### src/rtl/mem_block_arbiter_pkg.sv
// Shared widths, state encoding and requester ids for the memory block arbiter.
package mem_block_arbiter_pkg;

   localparam int addr = 32;
   localparam int ofst = 5;
   localparam int blck = 8 << ofst;

   typedef enum logic [1:0] {
      IDLE = 2'd0,
      BUSY = 2'd1,
      RESP = 2'd2
   } state_t;

   typedef enum logic {
      REQ_I = 1'b0,
      REQ_D = 1'b1
   } req_id_t;

   function automatic logic [addr-1:0] block_align(input logic [addr-1:0] a);
      return {a[addr-1:ofst], {ofst{1'b0}}};
   endfunction

endpackage

### src/rtl/mem_block_arbiter_if.sv
// Main-memory block port: one request held until a single-cycle ack.
interface mem_block_arbiter_if;
   import mem_block_arbiter_pkg::*;

   logic            mem_req;
   logic            mem_we;
   logic [addr-1:0] mem_addr;
   logic [blck-1:0] mem_wdata;
   logic [blck-1:0] mem_rdata;
   logic            mem_ack;

   modport master (
      output mem_req,
      output mem_we,
      output mem_addr,
      output mem_wdata,
      input  mem_rdata,
      input  mem_ack
   );

   modport slave (
      input  mem_req,
      input  mem_we,
      input  mem_addr,
      input  mem_wdata,
      output mem_rdata,
      output mem_ack
   );

endinterface

### src/rtl/mem_block_arbiter_arb_req_latch.sv
// Per-requester capture of a one-cycle block request pulse, with sticky overrun
// for pulses that arrive while a request is still pending or in service.
module arb_req_latch
   import mem_block_arbiter_pkg::*;
(
   input  logic            CLK,
   input  logic            RESET,
   input  logic            rd_pulse,
   input  logic            wr_pulse,
   input  logic [addr-1:0] req_addr,
   input  logic [blck-1:0] req_wdata,
   input  logic            cancel,
   input  logic            busy,
   input  logic            take,
   output logic            pending,
   output logic [addr-1:0] lat_addr,
   output logic [blck-1:0] lat_wdata,
   output logic            lat_we,
   output logic            overrun
);

   logic pulse;
   logic accept;
   logic dropped;

   // A cancelled pulse is discarded silently; it is not an overrun.
   assign pulse   = rd_pulse | wr_pulse;
   assign accept  = pulse & ~cancel & ~pending & ~busy;
   assign dropped = pulse & ~cancel & (pending | busy | (rd_pulse & wr_pulse));

   always_ff @(posedge CLK or negedge RESET) begin
      if (!RESET) begin
         pending   <= 1'b0;
         lat_addr  <= '0;
         lat_wdata <= '0;
         lat_we    <= 1'b0;
         overrun   <= 1'b0;
      end else begin
         pending <= accept | (pending & ~take & ~cancel);
         if (accept) begin
            lat_addr <= req_addr;
            lat_we   <= wr_pulse;
            if (wr_pulse) begin
               lat_wdata <= req_wdata;
            end
         end
         if (dropped) begin
            overrun <= 1'b1;
         end
      end
   end

endmodule

### src/rtl/mem_block_arbiter.sv
// Round-robin arbiter sharing one memory block port between I$ fills and
// D$ fills/write-backs, with mispredict cancellation of I$ fills.
module mem_block_arbiter
   import mem_block_arbiter_pkg::*;
(
   input  logic                CLK,
   input  logic                RESET,
   input  logic                mispredict,
   input  logic                i_bread,
   input  logic [addr-1:0]     i_addr,
   output logic [blck-1:0]     i_block,
   output logic                i_done,
   input  logic                d_bread,
   input  logic                d_bwrite,
   input  logic [addr-1:0]     d_addr,
   input  logic [blck-1:0]     d_wblock,
   output logic [blck-1:0]     d_block,
   output logic                d_done,
   mem_block_arbiter_if.master mem,
   output logic                overrun
);

   state_t          state, next_state;
   req_id_t         grant, next_grant, last_grant;
   logic            discard;
   logic            i_pending, d_pending, i_elig;
   logic            i_busy, d_busy, i_take, d_take;
   logic            i_ovr, d_ovr;
   logic [addr-1:0] i_lat_addr, d_lat_addr;
   logic [blck-1:0] i_lat_wdata, d_lat_wdata;
   logic            i_lat_we, d_lat_we;
   logic            mem_req_c, mem_we_q;
   logic [addr-1:0] mem_addr_q;
   logic [blck-1:0] mem_wdata_q;

   // A fill being discarded no longer blocks a fresh I$ request.
   assign i_elig  = i_pending & ~mispredict;
   assign i_busy  = (state != IDLE) && (grant == REQ_I) && !discard;
   assign d_busy  = (state != IDLE) && (grant == REQ_D);
   assign overrun = i_ovr | d_ovr;

   arb_req_latch u_i_latch (
      .CLK       (CLK),
      .RESET     (RESET),
      .rd_pulse  (i_bread),
      .wr_pulse  (1'b0),
      .req_addr  (i_addr),
      .req_wdata ({blck{1'b0}}),
      .cancel    (mispredict),
      .busy      (i_busy),
      .take      (i_take),
      .pending   (i_pending),
      .lat_addr  (i_lat_addr),
      .lat_wdata (i_lat_wdata),
      .lat_we    (i_lat_we),
      .overrun   (i_ovr)
   );

   arb_req_latch u_d_latch (
      .CLK       (CLK),
      .RESET     (RESET),
      .rd_pulse  (d_bread),
      .wr_pulse  (d_bwrite),
      .req_addr  (d_addr),
      .req_wdata (d_wblock),
      .cancel    (1'b0),
      .busy      (d_busy),
      .take      (d_take),
      .pending   (d_pending),
      .lat_addr  (d_lat_addr),
      .lat_wdata (d_lat_wdata),
      .lat_we    (d_lat_we),
      .overrun   (d_ovr)
   );

   always_ff @(posedge CLK or negedge RESET) begin
      if (!RESET) begin
         state      <= IDLE;
         grant      <= REQ_I;
         last_grant <= REQ_I;
      end else begin
         state <= next_state;
         grant <= next_grant;
         if (i_take || d_take) begin
            last_grant <= next_grant;
         end
      end
   end

   always_comb begin
      next_state = state;
      next_grant = grant;
      i_take     = 1'b0;
      d_take     = 1'b0;
      mem_req_c  = 1'b0;
      case (state)
         IDLE: begin
            if (i_elig || d_pending) begin
               if (i_elig && d_pending) begin
                  next_grant = (last_grant == REQ_I) ? REQ_D : REQ_I;
               end else begin
                  next_grant = d_pending ? REQ_D : REQ_I;
               end
               i_take     = (next_grant == REQ_I);
               d_take     = (next_grant == REQ_D);
               next_state = BUSY;
            end
         end
         BUSY: begin
            mem_req_c = 1'b1;
            if (mem.mem_ack) begin
               next_state = RESP;
            end
         end
         RESP:    next_state = IDLE;
         default: next_state = IDLE;
      endcase
   end

   // Done is registered out of RESP, so it lands one cycle after the ack capture.
   always_ff @(posedge CLK or negedge RESET) begin
      if (!RESET) begin
         mem_we_q    <= 1'b0;
         mem_addr_q  <= '0;
         mem_wdata_q <= '0;
         i_block     <= '0;
         d_block     <= '0;
         i_done      <= 1'b0;
         d_done      <= 1'b0;
         discard     <= 1'b0;
      end else begin
         i_done <= 1'b0;
         d_done <= 1'b0;
         if (i_take || d_take) begin
            mem_addr_q  <= block_align(d_take ? d_lat_addr : i_lat_addr);
            mem_we_q    <= d_take ? d_lat_we : i_lat_we;
            mem_wdata_q <= d_take ? d_lat_wdata : i_lat_wdata;
         end
         if (state == BUSY && grant == REQ_I && mispredict) begin
            discard <= 1'b1;
         end
         if (state == BUSY && mem.mem_ack) begin
            if (grant == REQ_D) begin
               if (!mem_we_q) begin
                  d_block <= mem.mem_rdata;
               end
            end else if (!discard && !mispredict) begin
               i_block <= mem.mem_rdata;
            end
         end
         if (state == RESP) begin
            discard <= 1'b0;
            if (grant == REQ_D) begin
               d_done <= 1'b1;
            end else begin
               i_done <= !discard;
            end
         end
      end
   end

   assign mem.mem_req   = mem_req_c;
   assign mem.mem_we    = mem_we_q;
   assign mem.mem_addr  = mem_addr_q;
   assign mem.mem_wdata = mem_wdata_q;

endmodule

### src/flat_wrapper.sv
// flat-port wrapper written by rule: the top's interface ports become plain ports
module mem_block_arbiter_flat import mem_block_arbiter_pkg::*;
  (CLK, RESET, mispredict, i_bread, i_addr, i_block, i_done, d_bread, d_bwrite, d_addr, d_wblock, d_block, d_done, overrun, mem_mem_req, mem_mem_we, mem_mem_addr, mem_mem_wdata, mem_mem_rdata, mem_mem_ack);
  mem_block_arbiter_if mem_i ();
  input  logic CLK;
  input  logic RESET;
  input  logic mispredict;
  input  logic i_bread;
  input  logic [addr-1:0] i_addr;
  output logic [blck-1:0] i_block;
  output logic i_done;
  input  logic d_bread;
  input  logic d_bwrite;
  input  logic [addr-1:0] d_addr;
  input  logic [blck-1:0] d_wblock;
  output logic [blck-1:0] d_block;
  output logic d_done;
  output logic overrun;
  output wire logic [$bits(mem_i.mem_req)-1:0] mem_mem_req;
  output wire logic [$bits(mem_i.mem_we)-1:0] mem_mem_we;
  output wire logic [$bits(mem_i.mem_addr)-1:0] mem_mem_addr;
  output wire logic [$bits(mem_i.mem_wdata)-1:0] mem_mem_wdata;
  input wire logic [$bits(mem_i.mem_rdata)-1:0] mem_mem_rdata;
  input wire logic [$bits(mem_i.mem_ack)-1:0] mem_mem_ack;
  assign mem_mem_req = mem_i.mem_req;
  assign mem_mem_we = mem_i.mem_we;
  assign mem_mem_addr = mem_i.mem_addr;
  assign mem_mem_wdata = mem_i.mem_wdata;
  assign mem_i.mem_rdata = mem_mem_rdata;
  assign mem_i.mem_ack = mem_mem_ack;
  mem_block_arbiter u_core (.CLK(CLK), .RESET(RESET), .mispredict(mispredict), .i_bread(i_bread), .i_addr(i_addr), .i_block(i_block), .i_done(i_done), .d_bread(d_bread), .d_bwrite(d_bwrite), .d_addr(d_addr), .d_wblock(d_wblock), .d_block(d_block), .d_done(d_done), .mem(mem_i), .overrun(overrun));
endmodule
### config.mk
export PLATFORM = sky130hd
export DESIGN_NAME = mem_block_arbiter_flat
export DESIGN_NICKNAME = d
export VERILOG_FILES = /design/src/rtl/mem_block_arbiter_pkg.sv /design/src/rtl/mem_block_arbiter_if.sv /design/src/rtl/mem_block_arbiter_arb_req_latch.sv /design/src/rtl/mem_block_arbiter.sv /design/src/flat_wrapper.sv
export SDC_FILE = /design/constraint.sdc
export NUM_CORES = 1
export LEC_CHECK = 0
export BUFFER_PORTS_ARGS = -buffer_cell sky130_fd_sc_hd__buf_2
export CAP_MARGIN = 40
export CORE_AREA = 2 2 535 537
export CTS_CLUSTER_DIAMETER = 200
export CTS_CLUSTER_SIZE = 14
export DETAILED_ROUTE_END_ITERATION = 16
export DIE_AREA = 0 0 537 539
export SLEW_MARGIN = 30
export SYNTH_ARGS = -nofsm -noshare
export SYNTH_HDL_FRONTEND = slang
export SYNTH_HIERARCHICAL = 1
export SYNTH_SLANG_ARGS = --single-unit
### constraint.sdc
create_clock -name CLK -period 2.6 [get_ports CLK]
set_input_delay 0.65 -clock CLK [delete_from_list [all_inputs] [get_ports CLK]]
set_output_delay 0.65 -clock CLK [all_outputs]
set_load 0.03 [all_outputs]
==> out/results.txt <==
status - complete, but fails checks
failing checks - max-slew violations
Leak - 35.3 nW
Starting Density - 19.2%
residual DRC count - 0
Critical Path RT - 1.95 ns
DR pass1 iterations - 7
max-slew violations - 258
Achievable Freq - 0.408 GHz
Chip Width - 537 um
Initial DRC Count - 2487
Worst Tran Pin Value - 30.45 ns
Die H - 539 um
Switching Fraction - 42.6%
placed cell area - 0.0674 mm^2
Max FO, Critical Path - 2
Clock Power Share - 16.9%
Setup Skew - 0.0573 ns
Final Total Pwr - 94.0 mW
critical path class - register to primary output
post-CTS setup buffer count - 0
H-tree Lvls - 3
Tcrit/Tclk final - 94.3%
Hold Fails Final Rpt - 0
fillers - 29500
Register Area - 0.0344 mm^2
synth-to-layout area growth - 37.0%
largest net degree at the start of global routing - 258
unrepaired setup endpoints after global routing - no
# IOs - 1388
Slew headroom - -1930%
combinational cell fraction of total power - 44.3%
Peak VDD IR - 0.675 mV
clk buf depth - 4
Antenna Violating Nets Remaining - 0
final worst slack - 0.149 ns
worst skew pair latency - 0.86 ns
cell area after synthesis - 0.0544 mm^2
design area - 0.0745 mm^2
CP max stage cell - dfrtp_1
standard-cell rows - 196
critical-path cell list - or2_2, buf_4
maxcap violations - 0
DR vias - 39400
share of post-route cells with drive strength above 1 - 46.0%
Setup TNS Final - 0 ns
CTS tree - yes
HP Class - primary input to register
first-pass GRT wire length - 314000 um
Root Buffer - clkbuf_16
crit path DAT - 1.80 ns
Port Buffers - 1372
Clock transition at path regs - 0.08 ns
CP startpoint kind - register
Reg power frac - 38.8%
CP Capture Type - primary output
GP Congestion - 0.940
WL/cell - 23.1 um
Avg Cell Area, Syn - 14.0 um^2
max incr delay on CP - 0.37 ns
final setup fails - 0
Final #Nets - 6529
worst slack, placed - 0.0932 ns
post-detail-place hpwl - 176000 um
CP Buf/Inv Count - 1
gr usage total - 15.1%
Final Critical Period - 2.45 ns
Crit path max-delay family - flip-flops
detailed-route wire length - 226000 um
vias in the first global route - 41000
YS warnings - 6
vias per cell - 4.03
multi-input logic area - 0.0194 mm^2
Internal Pwr Total - 53.9 mW
initial antenna violation count - 105
Num Clock Sinks - 1375
switching power - 40.1 mW
TritonCTS Buffers - 113
die area - 0.289 mm^2
P per Cell Area - 1260 mW/mm^2
total global routing overflow - 0
Post-Synthesis Cells - 3889
core area - 0.284 mm^2
[worst register-to-register path: cells and delay by family (launching register included)]
kind	cells	cell delay [ns]
mux	1	0.39
buf+inv	2	0.66
simple gates	3	0.77
flops	1	0.48
[worst paths after layout]
path / start / endpoint / slack (ns) / depth (start not counted)
worst max-delay path: u_core/u_d_latch/overrun / overrun / 0.15 / 2
worst min register to register: u_core/u_d_latch/overrun / u_core/u_d_latch/overrun / 0.47 / 1
worst max register to register: u_core/state[1] / u_core/u_d_latch/lat_wdata[102] / 0.21 / 6
max in group asynchronous: RESET / u_core/u_d_latch/lat_wdata[172] / 1.14 / 5
worst min-delay path: d_wblock[138] / u_core/u_d_latch/lat_wdata[138] / 0.08 / 2
min in group asynchronous: RESET / u_core/d_block[118] / 0.36 / 2
[per-layer routing]
layer	part of all wire (%)	vias up	GRT usage, %
met5	0.038	-	0
met4	3.7	14	5.75
met3	10	392	6.06
met2	49	1632	25.4
met1	37	20100	17.0
li1	-	17200	-
[layout by cell type (no fill, tap or decap), types with 2 or more instances in the layout]
| master | count |
|---|---|
| a21oi_1 | 286 |
| buf_2 | 1370 |
| buf_12 | 68 |
| dlygate4sd3_1 | 398 |
| o21bai_1 | 2 |
| or2_2 | 3 |
| inv_1 | 6 |
| diode_2 | 51 |
| nand2_1 | 286 |
| nor2_1 | 290 |
| conb_1 | 268 |
| buf_4 | 90 |
| a21o_1 | 4 |
| inv_16 | 2 |
| o21ai_0 | 259 |
| mux2_4 | 240 |
| clkbuf_16 | 115 |
| o31ai_1 | 2 |
| mux2_1 | 4 |
| dfrtp_1 | 1375 |
| mux2_2 | 834 |
| o21ai_1 | 29 |
| nor4_4 | 2 |
[registers in the layout (all words and copies together) (netlist names)]
| register | count |
|---|---|
| u_core/mem.mem_wdata | 256 |
| u_core/u_i_latch/pending | 1 |
| u_core/mem.mem_addr | 27 |
| u_core/u_i_latch/lat_wdata | 256 |
| u_core/u_d_latch/pending | 1 |
| u_core/u_i_latch/overrun | 1 |
| u_core/u_i_latch/lat_addr | 27 |
| u_core/u_i_latch/lat_we | 1 |
| u_core/mem.mem_we | 1 |
| u_core/u_d_latch/lat_addr | 27 |
| u_core/discard | 1 |
| u_core/u_d_latch/lat_we | 1 |
| u_core/u_d_latch/overrun | 1 |
| u_core/d_block | 256 |
| u_core/last_grant | 1 |
| u_core/u_d_latch/lat_wdata | 256 |
| u_core/i_done | 1 |
| u_core/state | 2 |
| u_core/grant | 1 |
| u_core/d_done | 1 |
| u_core/i_block | 256 |
[what timing repair did]
item                                    CTS  global route
endpoints found under the setup margin    1             0
hold buffers                            398             0
resized for setup                         1             0
endpoints found under the hold margin   513             0
[final cells by class]
class | count | share of cell area [%]
antenna | 51 | 0.171
clock buffer | 117 | 3.88
clock inverter | 5 | 0.128
inverter | 7 | 0.0353
multi-input combinational | 2523 | 26.0
sequential | 1375 | 46.2
tap | 3762 | 6.32
timing repair buffer | 1926 | 17.3
[stage by stage]
stage | util (%) | hold slack, ns | cells
4_1_cts | 26.2 | 0.000411 | 9715
2_1_floorplan | - | 0.354 | 4156
5_1_grt | 26.2 | 0.00861 | 9739
6_report | 26.2 | 0.0774 | 9766
3_5_place_dp | 23.7 | 0.449 | 9195
3_3_place_gp | 23.7 | 0.446 | 9195
[power by group through the flow]
| stage | combinational, mW | sequential [mW] | clock [mW] |
|---|---|---|---|
| after global placement | 42.0 | 37.4 | 0 |
| final | 41.7 | 36.5 | 15.8 |
| after detailed placement | 42.5 | 37.9 | 0 |
| after floorplan | 16.1 | 47.2 | 0 |
| after CTS | 43.2 | 37.6 | 16.4 |
| after global routing | 44.3 | 37.4 | 17.2 |
Power figures use the tool's default switching activity.
